--- config.mk ---
export PLATFORM = sky130hd
export DESIGN_NAME = hilo_unit
export DESIGN_NICKNAME = d
export VERILOG_FILES = /design/src/rtl/hilo_unit.sv
export SDC_FILE = /design/constraint.sdc
export NUM_CORES = 1
export LEC_CHECK = 0
export ABC_CLOCK_PERIOD_IN_PS = 6200
export BUFFER_PORTS_ARGS = -buffer_cell sky130_fd_sc_hd__buf_2
export CAP_MARGIN = 20
export CORE_UTILIZATION = 27
export CTS_BUF_LIST = sky130_fd_sc_hd__clkbuf_2 sky130_fd_sc_hd__clkbuf_4 sky130_fd_sc_hd__clkbuf_8
export CTS_CLUSTER_SIZE = 12
export DETAILED_ROUTE_END_ITERATION = 6
export PLACE_DENSITY_LB_ADDON = 0.08
export SYNTH_ARGS = -nofsm -noshare
export SYNTH_HDL_FRONTEND = slang
export SYNTH_SLANG_ARGS = --single-unit
--- constraint.sdc ---
create_clock -name i_clk -period 6.2 [get_ports i_clk]
set_input_delay 0.93 -clock i_clk [delete_from_list [all_inputs] [get_ports i_clk]]
set_output_delay 0.93 -clock i_clk [all_outputs]
set_load 0.005 [all_outputs]
--- src/rtl/hilo_unit.sv ---
// hilo_unit: HI/LO register unit for a MIPS-style pipeline.
//   Multiplies internally using a 32-iteration shift-add followed by one sign-fix
//   cycle. Divides through an external divider handshake, with a timeout and an
//   abort phase. MTHI/MTLO write HI/LO directly and never stall.
// Ports:
//   i_clk, i_rst_n          clock, asynchronous active-low reset
//   i_op_valid, i_op        operation request and code
//                           (000 MULT, 001 MULTU, 010 DIV, 011 DIVU, 100 MTHI, 101 MTLO)
//   i_op_a, i_op_b          rs / rt operands
//   i_flush                 pipeline kill
//   o_busy                  unit not idle (combinational from state)
//   o_hi, o_lo              architectural HI / LO
//   o_err                   one-cycle pulse on divide timeout
//   o_div_fg/sg/wrp         divider request, signed select, abort
//   o_div_a, o_div_b        divider dividend / divisor
//   i_div_fin, i_div_result divider done and {remainder, quotient}
module hilo_unit #(
    parameter int unsigned DIV_TIMEOUT = 63
) (
    input  logic        i_clk,
    input  logic        i_rst_n,
    input  logic        i_op_valid,
    input  logic [2:0]  i_op,
    input  logic [31:0] i_op_a,
    input  logic [31:0] i_op_b,
    input  logic        i_flush,
    output logic        o_busy,
    output logic [31:0] o_hi,
    output logic [31:0] o_lo,
    output logic        o_err,
    output logic        o_div_fg,
    output logic        o_div_sg,
    output logic        o_div_wrp,
    output logic [31:0] o_div_a,
    output logic [31:0] o_div_b,
    input  logic        i_div_fin,
    input  logic [63:0] i_div_result
);

    localparam logic [2:0] OpMult  = 3'b000;
    localparam logic [2:0] OpMultu = 3'b001;
    localparam logic [2:0] OpDiv   = 3'b010;
    localparam logic [2:0] OpDivu  = 3'b011;
    localparam logic [2:0] OpMthi  = 3'b100;
    localparam logic [2:0] OpMtlo  = 3'b101;

    typedef enum logic [2:0] {
        StIdle,
        StMul,
        StDivWait,
        StDivRel,
        StAbort
    } state_e;

    state_e      r_state, w_state_nxt;
    logic [31:0] r_hi, w_hi_nxt;
    logic [31:0] r_lo, w_lo_nxt;
    logic        r_err, w_err_nxt;
    logic        r_div_fg, w_div_fg_nxt;
    logic        r_div_sg, w_div_sg_nxt;
    logic        r_div_wrp, w_div_wrp_nxt;
    logic [31:0] r_div_a, w_div_a_nxt;
    logic [31:0] r_div_b, w_div_b_nxt;
    logic [31:0] r_ma, w_ma_nxt;        // multiplicand magnitude
    logic [31:0] r_mb, w_mb_nxt;        // multiplier magnitude, consumed LSB first
    logic        r_msign, w_msign_nxt;  // sign of the final product
    logic [63:0] r_prod, w_prod_nxt;
    logic [5:0]  r_mcnt, w_mcnt_nxt;
    logic [31:0] r_tcnt, w_tcnt_nxt;
    logic        r_acnt, w_acnt_nxt;

    logic        w_mul_signed;
    logic [31:0] w_abs_a;
    logic [31:0] w_abs_b;
    logic [31:0] w_addend;
    logic [32:0] w_sum;
    logic [63:0] w_prod_neg;
    logic [31:0] w_tcnt_inc;

    assign w_mul_signed = (i_op == OpMult);
    assign w_abs_a      = (w_mul_signed && i_op_a[31]) ? (~i_op_a + 32'd1) : i_op_a;
    assign w_abs_b      = (w_mul_signed && i_op_b[31]) ? (~i_op_b + 32'd1) : i_op_b;
    // Accumulate into the upper half, then shift the whole product right one bit.
    assign w_addend     = r_mb[0] ? r_ma : 32'd0;
    assign w_sum        = {1'b0, r_prod[63:32]} + {1'b0, w_addend};
    assign w_prod_neg   = ~r_prod + 64'd1;
    assign w_tcnt_inc   = r_tcnt + 32'd1;

    always_comb begin
        w_state_nxt   = r_state;
        w_hi_nxt      = r_hi;
        w_lo_nxt      = r_lo;
        w_err_nxt     = 1'b0;
        w_div_fg_nxt  = r_div_fg;
        w_div_sg_nxt  = r_div_sg;
        w_div_wrp_nxt = r_div_wrp;
        w_div_a_nxt   = r_div_a;
        w_div_b_nxt   = r_div_b;
        w_ma_nxt      = r_ma;
        w_mb_nxt      = r_mb;
        w_msign_nxt   = r_msign;
        w_prod_nxt    = r_prod;
        w_mcnt_nxt    = r_mcnt;
        w_tcnt_nxt    = r_tcnt;
        w_acnt_nxt    = r_acnt;

        unique case (r_state)
            StIdle: begin
                if (i_op_valid && !i_flush) begin
                    case (i_op)
                        OpMult, OpMultu: begin
                            w_ma_nxt    = w_abs_a;
                            w_mb_nxt    = w_abs_b;
                            w_msign_nxt = w_mul_signed & (i_op_a[31] ^ i_op_b[31]);
                            w_prod_nxt  = 64'd0;
                            w_mcnt_nxt  = 6'd0;
                            w_state_nxt = StMul;
                        end
                        OpDiv, OpDivu: begin
                            w_div_a_nxt  = i_op_a;
                            w_div_b_nxt  = i_op_b;
                            w_div_sg_nxt = (i_op == OpDiv);
                            w_div_fg_nxt = 1'b1;
                            w_tcnt_nxt   = 32'd0;
                            w_state_nxt  = StDivWait;
                        end
                        OpMthi:  w_hi_nxt = i_op_a;
                        OpMtlo:  w_lo_nxt = i_op_a;
                        default: ;
                    endcase
                end
            end
            StMul: begin
                if (i_flush) begin
                    w_prod_nxt  = 64'd0;
                    w_state_nxt = StIdle;
                end else if (r_mcnt == 6'd32) begin
                    // Sign-fix cycle doubles as write-back.
                    {w_hi_nxt, w_lo_nxt} = r_msign ? w_prod_neg : r_prod;
                    w_state_nxt          = StIdle;
                end else begin
                    w_prod_nxt = {w_sum, r_prod[31:1]};
                    w_mb_nxt   = r_mb >> 1;
                    w_mcnt_nxt = r_mcnt + 6'd1;
                end
            end
            StDivWait: begin
                // Flush wins over a coincident div_fin; the result is dropped.
                if (i_flush) begin
                    w_div_fg_nxt  = 1'b0;
                    w_div_wrp_nxt = 1'b1;
                    w_acnt_nxt    = 1'b0;
                    w_state_nxt   = StAbort;
                end else if (i_div_fin) begin
                    w_hi_nxt     = i_div_result[63:32];
                    w_lo_nxt     = i_div_result[31:0];
                    w_div_fg_nxt = 1'b0;
                    w_state_nxt  = StDivRel;
                end else if (w_tcnt_inc >= DIV_TIMEOUT) begin
                    w_err_nxt     = 1'b1;
                    w_div_fg_nxt  = 1'b0;
                    w_div_wrp_nxt = 1'b1;
                    w_acnt_nxt    = 1'b0;
                    w_state_nxt   = StAbort;
                end else begin
                    w_tcnt_nxt = w_tcnt_inc;
                end
            end
            StDivRel: begin
                w_state_nxt = StIdle;
            end
            StAbort: begin
                if (r_acnt) begin
                    w_div_wrp_nxt = 1'b0;
                    w_state_nxt   = StIdle;
                end else begin
                    w_acnt_nxt = 1'b1;
                end
            end
            default: begin
                w_state_nxt = StIdle;
            end
        endcase
    end

    always_ff @(posedge i_clk or negedge i_rst_n) begin
        if (!i_rst_n) begin
            r_state   <= StIdle;
            r_hi      <= 32'd0;
            r_lo      <= 32'd0;
            r_err     <= 1'b0;
            r_div_fg  <= 1'b0;
            r_div_sg  <= 1'b0;
            r_div_wrp <= 1'b0;
            r_div_a   <= 32'd0;
            r_div_b   <= 32'd0;
            r_ma      <= 32'd0;
            r_mb      <= 32'd0;
            r_msign   <= 1'b0;
            r_prod    <= 64'd0;
            r_mcnt    <= 6'd0;
            r_tcnt    <= 32'd0;
            r_acnt    <= 1'b0;
        end else begin
            r_state   <= w_state_nxt;
            r_hi      <= w_hi_nxt;
            r_lo      <= w_lo_nxt;
            r_err     <= w_err_nxt;
            r_div_fg  <= w_div_fg_nxt;
            r_div_sg  <= w_div_sg_nxt;
            r_div_wrp <= w_div_wrp_nxt;
            r_div_a   <= w_div_a_nxt;
            r_div_b   <= w_div_b_nxt;
            r_ma      <= w_ma_nxt;
            r_mb      <= w_mb_nxt;
            r_msign   <= w_msign_nxt;
            r_prod    <= w_prod_nxt;
            r_mcnt    <= w_mcnt_nxt;
            r_tcnt    <= w_tcnt_nxt;
            r_acnt    <= w_acnt_nxt;
        end
    end

    assign o_busy    = (r_state != StIdle);
    assign o_hi      = r_hi;
    assign o_lo      = r_lo;
    assign o_err     = r_err;
    assign o_div_fg  = r_div_fg;
    assign o_div_sg  = r_div_sg;
    assign o_div_wrp = r_div_wrp;
    assign o_div_a   = r_div_a;
    assign o_div_b   = r_div_b;

endmodule

==> results of run 1 <==
worst register-to-register path, delay by kind of cell, from the launching register on:
kind | cells | cell delay, ps
adder cells (fa/ha/maj) | 2 | 660
AND/OR/NAND/NOR | 2 | 390
flip-flops | 1 | 730
AO/OA/AOI/OAI | 8 | 2180
state kept, by name, indices dropped and copies added, names as in the netlist:
| register | count |
|---|---|
| o_div_fg | 1 |
| o_div_b | 32 |
| o_div_wrp | 1 |
| o_lo | 32 |
| r_msign | 1 |
| o_hi | 32 |
| r_mb | 32 |
| o_err | 1 |
| r_prod | 64 |
| r_mcnt | 6 |
| o_div_sg | 1 |
| r_state | 3 |
| r_ma | 32 |
| o_div_a | 32 |
| r_acnt | 1 |
| r_tcnt | 32 |
layer usage:
layer	vias up	track usage (%)	routed length [µm]
met3	88	4.57	3200
li1	7462	-	-
met2	326	29.9	27900
met1	7531	25.8	29300
met5	-	0	48
met4	8	5.04	1440
kinds of logic (layout without fill, tap and decap cells):
kind of cell,count (synthesis),after routing
other,0,3
XOR/XNOR,136,136
AO/OA/AOI/OAI,555,555
multiplexers,69,69
AND/OR/NAND/NOR,685,685
buffers and inverters,144,430
flip-flops,303,303
adder cells (fa/ha/maj),40,40
area by class of cell:
class	instances	area, µm²	area share, %
repair buffers	286	1520	7.24
well taps	846	1060	5.03
diodes	3	7.51	0.0356
clock buffers	112	1390	6.61
inverters	25	93.8	0.446
multi-input cells	1485	9350	44.4
clock inverters	7	53.8	0.255
flip-flops and latches	303	7580	36.0
worst max-delay path by stage:
stage | from | endpoint | slack (ps) | cells past startpoint
global placement | r_mb[0] | r_prod[63] | 2210 | 12
CTS | r_mb[0] | r_prod[63] | 2080 | 12
global route | r_mb[0] | r_prod[58] | 1710 | 11
floorplan | r_mb[0] | r_prod[56] | 2930 | 12
detailed placement | r_mb[0] | r_prod[63] | 2120 | 12
finish | r_mb[0] | r_prod[63] | 2090 | 12
report_power, final:
group,internal (mW),leakage (nW),total (mW),switching (mW)
registers,2.67,3.88,3.20,0.527
clock network,1.41,0.766,2.41,0.993
logic,1.41,4.94,3.60,2.19
synth_stat cells (all sizes together), types with 3 or more instances:
| cell type | n |
|---|---|
| dfrtp | 303 |
| nand2 | 289 |
| o21ai | 224 |
| nor2 | 137 |
| clkbuf | 109 |
| a21oi | 94 |
| xor2 | 91 |
| mux2 | 59 |
| a221oi | 53 |
| xnor2 | 45 |
| and3 | 43 |
| and2 | 40 |
| ha | 39 |
| o31ai | 38 |
| nand3 | 30 |
| nor3 | 30 |
| or3 | 26 |
| inv | 25 |
| a21o | 23 |
| o41ai | 21 |
| or4 | 19 |
| nor4 | 17 |
| o22ai | 16 |
| nand2b | 13 |
| o211ai | 12 |
| a22oi | 11 |
| nand4 | 11 |
| buf | 10 |
| mux2i | 10 |
| or2 | 8 |
| a211oi | 7 |
| o21a | 7 |
| o311ai | 7 |
| a22o | 6 |
| a31oi | 6 |
| a32o | 5 |
| nor2b | 5 |
| o21bai | 5 |
| nor3b | 4 |
| a2111oi | 3 |
| nand3b | 3 |
| or3b | 3 |
metrics by stage:
step | hold WS [ps] | util (%) | cell area (µm²)
floorplan | 430 | - | 17400
global placement | 453 | 30.8 | 19600
detailed placement | 453 | 30.8 | 19600
CTS | 279 | 33.1 | 21000
global route | 292 | 33.2 | 21100
finish | 268 | 33.2 | 21100
==> results.md, run 1 <==
Clocking:
- TritonCTS built the clock tree.
- The buffers inserted during post-CTS setup optimization is 0.
- Clock-pin slew was measured on the worst setup and hold paths at 50 ps.
- The clock latency of the later-clocked register in the worst-skew pair is between 600 and 700 ps.
- The H-tree depth is 3.
- The cell chosen for the clock root is sky130_fd_sc_hd__clkbuf_8.
- The count of hold buffers inserted by post-cts repair is 0.
- In this run, CTS created clock tree buffers numbering between 60 and 70.
- In this run the deepest clock path goes through 3 buffers.
- Counting every sink on the clock net gives between 300 and 400.
- The quantity of gates resized following cts is 0.

Setup path:
- Walking the worst path, the cells encountered are and2_1, ha_1, fa_1, a211oi_1, o21ai_0, a41oi_1, o31a_1, o21bai_1, a211oi_1, nor2_1, a2111oi_0, o21ai_0.
- The type of origin of the critical path is a flip-flop.
- The slowest stage cell on the critical path is sky130_fd_sc_hd__dfrtp_1.
- The kind of cell adding the most delay to the critical path is compound AO/OA/AOI/OAI gates.
- For the worst setup path, the data arrival time is between 4000 and 5000 ps.
- The worst stage delay on the critical path is around 730 ps.
- The largest fanout on the critical path is 33.
- The capture instance of the worst register-to-register path is r_prod[63].
- The origin of the critical flop-to-flop path is r_mb[0].
- The worst setup path is of the flip-flop to flip-flop kind.
- The worst setup path is captured at a flip-flop.
- Across all register-to-register paths, the minimum setup slack is roughly 2100 ps.
- The total buffers and inverters traversed by the critical path is 0.
- The length in cells of the worst reg-to-reg path is 12.
- The worst path required time is between 6000 and 7000 ps.

Synthesis:
- Counting flops with an async set or reset pin after synthesis yields a share of 100%.
- The synthesized flop and latch total is a little over 300.
- The most used flip-flop cell after synthesis is sky130_fd_sc_hd__dfrtp_1.
- The number of warning messages in the yosys log is 0.
- The post-synthesis mux area share is between 4 and 5%.
- The post-synthesis compound-gate area fraction is 20.1%.
- The parity-gate share of the synthesized area counting xor and xnor cells is under 10%.
- The mean instance size in the synthesized netlist is roughly 9 µm².
- Summing the areas of all and, or, nand and nor instances in the mapped netlist gives 19.1% of the synthesized area.
- The total nets after synthesis is approximately 2,100.
- The cell count after synthesis came out at 1,932.
- The post-synth design cell area is 17,400 µm².
- The sequential area share after synthesis is 43.5%.
- The fraction of the mapped netlist area in adder cells is between 2 and 3%.
- In the post-synthesis netlist, the biggest area contributors are sky130_fd_sc_hd__dfrtp_1, sky130_fd_sc_hd__o21ai_0, sky130_fd_sc_hd__nand2_1.
- The combinational family with the most area after synthesis is compound AO/OA/AOI/OAI gates.
- The share of Yosys cell area claimed by the top area cell type is between 40% and 50%.
- The cell taking the most area after synthesis is sky130_fd_sc_hd__dfrtp_1.
- The number of different library cells in the post-synthesis netlist is between 70 and 80.
- Yosys mapped a number of flops with a built-in enable equal to 0.

Route:
- For this block, the via count after detailed routing is between 15,000 and 20,000.
- For this run, design rule violations remaining after detail routing come to 0.
- The number of DRC markers in iteration 0 is 992.
- The average routed wire per standard cell is roughly 20 µm.
- The total wire length is between 60,000 and 70,000 µm.
- Using the TritonRoute via totals, the vias-per-cell ratio works out to 5.03.
- The detailed-routing iteration count for the pre-antenna-repair pass is 7.
- The detail route stage leaves a number of antenna-violating nets equal to 0.

Placement:
- The number of placed instances, taps included is just under 3,000.
- At the placement stage, the worst setup path has a slack of 2120 ps.
- At the end of routability-driven placement, the weighted congestion stood at about 0.8.
- The half-perimeter wire length after detailed placement is approximately 44,000 µm.
- Input and output buffers added on the ports amount to about 270.

STA:
- The top achievable clock speed is 0.243 GHz.
- The transition time of the tightest slew-check pin is roughly 1100 ps.
- The worst slew slack as a fraction of its limit is around 29%.
- Setup repair after global routing left no endpoint under its margin.
- The number of hold violations in the final report is 0.
- The clock period could shrink to roughly 4100 ps.
- The final setup violation count is 0.
- Of the available clock period, the critical path in the final layout requires 66.2%.
- The setup TNS is 0 ps.
- The worst clock skew is around 36 ps.
- The count of pins over their slew limit was 0.
- Once routing completed, OpenROAD measured the worst setup slack at ~2100 ps.

Global routing:
- The overall overflow remaining after global route is 0.
- The number of global-route vias before repair is 15,800.
- The first global-routing pass estimated approximately 97,000 µm of wire.
- Entering global routing, the biggest net connects 130 pins.
- The global-route usage over all layers is a little under a fifth.
- The initial antenna violation count is 7.

Final layout:
- The count of cells in the finished layout, fillers not included, comes to 3,067.
- The filler cells instantiated in the layout total around 6,700.
- The number of nets in the finished design is 2,343.
- The area growth from synthesis to layout is 20.9%.
- The share of final-layout standard cells stronger than drive strength 1 is 22.6%.
- The library cell used most frequently in the layout, excluding fill and tap cells, is sky130_fd_sc_hd__dfrtp_1.
- In the layout the commonest cells are sky130_fd_sc_hd__dfrtp_1, sky130_fd_sc_hd__nand2_1, sky130_fd_sc_hd__buf_2.

Die:
- The initial core utilization is 27.5%.
- Row generation in the floorplan step produced 92 rows.
- The floorplan step defined a die boundary enclosing around 66,000 µm².
- The placeable core region is between 60,000 and 70,000 µm².
- The x dimension of the die is between 200 and 300 µm.
- The boundary pin count is ~270.
- The y dimension of the die is between 200 and 300 µm.

Min path:
- The class of the most critical hold timing path is primary input to async pin.

Pwr:
- The power after layout is around 9.2 mW.
- In this run the static leakage power is about 9.6 nW.
- VDD sags by at most between 0.2 and 0.25 mV.
- Power spread over the standard cell area amounts to 437 nW/µm².

Run:
- Max-cap violations in this run came to 0.

Status:
- The flow ran to the end, and the final reports show no timing, DRC or antenna violations.
No activity file was read; power rests on OpenSTA's default activity.
==> run 2, diff against run 1 <==
ABC_CLOCK_PERIOD_IN_PS = 4000   (was 6200)
clock period = 4 ns   (was 6.2 ns; I/O delays follow)
==> run 2 against run 1 <==
  * Global-route usage down 0.21 points
  * Die area unchanged
  * Register-to-register slack worse by 1600 ps
  * Critical path type unchanged
==> results.md, run 2 (synthesis results as in run 1) <==
Status:
- The run finished with clean final reports.

Placement:
- The number of I/O port buffers is about 270.
- At the end of routability-driven placement, the weighted congestion stood at 0.845.
- The HPWL after detailed placement is roughly 45,000 µm.

Final layout:
- Leaving out fill and tap cells, the most frequent cells in the layout are sky130_fd_sc_hd__dfrtp_1, sky130_fd_sc_hd__nand2_1, sky130_fd_sc_hd__buf_2.
- The number of flip-flops under the largest register name is between 60 and 70.
- The commonest non-fill, non-tap cell in the layout is sky130_fd_sc_hd__dfrtp_1.
- The number of nets in the finished design is 2,356.
- The filler cells instantiated in the layout total approximately 6,700.
- Cells with a size suffix above 1 make up a little under a quarter of the layout.
- Compared with the post-synthesis result, the final layout area differs by 21.6%.
- Counting flops per register, the top entry is r_prod.

Run:
- The count of max-cap constraint violations is 0.

Route:
- The count of antenna-violating nets left after detailed routing is 0.
- The average vias per placed instance is about 5.
- The first detailed-routing pass ran for 5 iterations.
- The total wire length is just over 60,000 µm.
- The average routed wire per standard cell is ~20 µm.
- After detailed routing, the number of remaining DRC violations is 0.
- For this block, the via count after detailed routing is around 15,000.
- The number of DRC markers in iteration 0 is 846.

Die:
- about 270 I/O pins were placed.
- The die is ~260 µm tall.
- The placeable core region is 63,400 µm².
- The initial core utilization is roughly 27%.
- The initialized floorplan defines 92 standard-cell rows.
- The area of the die is 65,500 µm².
- The x dimension of the die is 256 µm.

Clocking:
- The cell chosen for the clock root is sky130_fd_sc_hd__clkbuf_8.
- The buffers inserted during post-CTS setup optimization is 0.
- The count of hold buffers inserted by post-cts repair is 1.
- The H-tree was split into 2 levels.
- Post-CTS repair changed the size of 0 cells.
- The clock-pin slew on the worst setup and hold paths is 60 ps.
- The sink count of the clock tree is about 300.
- The later pin in the worst-skew pair is clocked with a latency of slightly below 700 ps.
- The maximum buffer depth of the clock tree is 3.
- TritonCTS built the clock tree.
- The number of clock buffers added by TritonCTS is slightly above 60.

Setup path:
- The slowest stage cell on the critical path is sky130_fd_sc_hd__dfrtp_1.
- The worst setup path is launched from a flip-flop.
- The arrival time at the worst endpoint is 4020 ps.
- The worst stage delay on the critical path is around 470 ps.
- STA puts the critical path data required time at 4530 ps.
- Walking the worst path, the cells encountered are ha_1, fa_1, a211oi_1, o21ai_0, a41oi_1, o31a_1, o21bai_1, a211oi_1, nor2_1, a2111oi_0, o21ai_0.
- The total buffers and inverters traversed by the critical path is 0.
- The critical path capture point type is a flip-flop.
- The kind of cell adding the most delay to the critical path is compound AO/OA/AOI/OAI gates.
- The critical path is of the flip-flop to flip-flop type.
- The largest fanout on the critical path is 7.

STA:
- Timing would allow up to between 0.2 and 0.3 GHz.
- The transition time of the tightest slew-check pin is 945 ps.
- The part of the cycle the worst path needs is a little under 90%.
- The final critical path time including I/O delays and setup is approximately 3500 ps.
- The count of pins over their slew limit was 0.
- The number of hold violations in the final report is 0.
- The final setup violation count is 0.
- The worst pin sits at a relative slew slack of around 37%.
- Setup repair after global routing left no endpoint under its margin.
- After routing, the total negative slack on setup checks comes to 0 ps.
- The worst clock skew is about 43 ps.

Global routing:
- The overall overflow remaining after global route is 0.
- Entering global routing, the biggest net connects between 80 and 90 pins.
- The global-route usage over all layers is a little under a fifth.
- The number of global-route vias before repair is ~16,000.
- The first global-routing pass estimated about 96,000 µm of wire.
- The initial antenna violation count is 10.

Pwr:
- Combinational cells account for between 30% and 40% of the total power.
- The power per cell area is 667 nW/µm².
- The cell leakage power is around 9.7 nW.
- The share of power burned in the clock network is around 25%.
- The maximum ir drop on the vdd rail is 0.322 mV.
- Net switching is ~40% of the power.
- The power after layout is about 14 mW.
- The internal power consumption is approximately 8.5 mW.
- The reported net switching power is 5.64 mW.
- The sequential cell fraction of total power is 34.8%.

Min path:
- The class of the most critical hold timing path is primary input to flip-flop.
## run 2: path summary, 6_finish.rpt
kind | startpoint | end | slack (ps) | cells past startpoint
max in group asynchronous | i_rst_n | r_prod[48] | 2540 | 3
worst max register to register | r_prod[32] | r_prod[63] | 510 | 11
worst max-delay path | r_prod[32] | r_prod[63] | 510 | 11
min in group asynchronous | i_rst_n | o_div_b[20] | 460 | 2
worst min-delay path | i_op[0] | o_div_sg | 210 | 2
worst min register to register | r_ma[31] | r_ma[31] | 460 | 2
## run 2: final cells by class
cell class,count,area (µm²),share of cell area [%]
clock buffer,105,1280,6.05
antenna,3,7.51,0.0354
timing repair buffer,304,1720,8.14
multi-input combinational,1485,9350,44.1
tap,846,1060,5.00
sequential,303,7580,35.8
inverter,25,93.8,0.443
clock inverter,6,93.8,0.443
## run 2: per-layer routing
| layer | global-route usage (%) | wire (µm) | share of wire (%) |
|---|---|---|---|
| met5 | 0 | 78 | 0.13 |
| met4 | 4.86 | 1350 | 2.2 |
| met3 | 3.56 | 2990 | 4.9 |
| met1 | 25.8 | 29200 | 48 |
| met2 | 30.0 | 27900 | 45 |
## run 2: power by group through the flow
stage	Sequential, mW	Clock [mW]	Combinational [mW]
floorplan	4.80	0	3.51
global placement	4.95	0	5.66
detailed placement	4.96	0	5.70
CTS	4.93	3.74	5.72
global route	5.10	3.87	6.29
finish	4.92	3.59	5.63
## run 2: stage by stage
stage / hold slack, ps / worst slack, ps / cell area (µm²) / cells / util [%]
after detailed placement: 453 / 539 / 19800 / 2961 / 31.2
after floorplan: 304 / 733 / 17400 / 1932 / -
after CTS: 136 / 497 / 21200 / 3073 / 33.4
after global routing: 154 / 160 / 21200 / 3075 / 33.4
after global placement: 452 / 582 / 19800 / 2961 / 31.2
final: 213 / 509 / 21200 / 3077 / 33.4
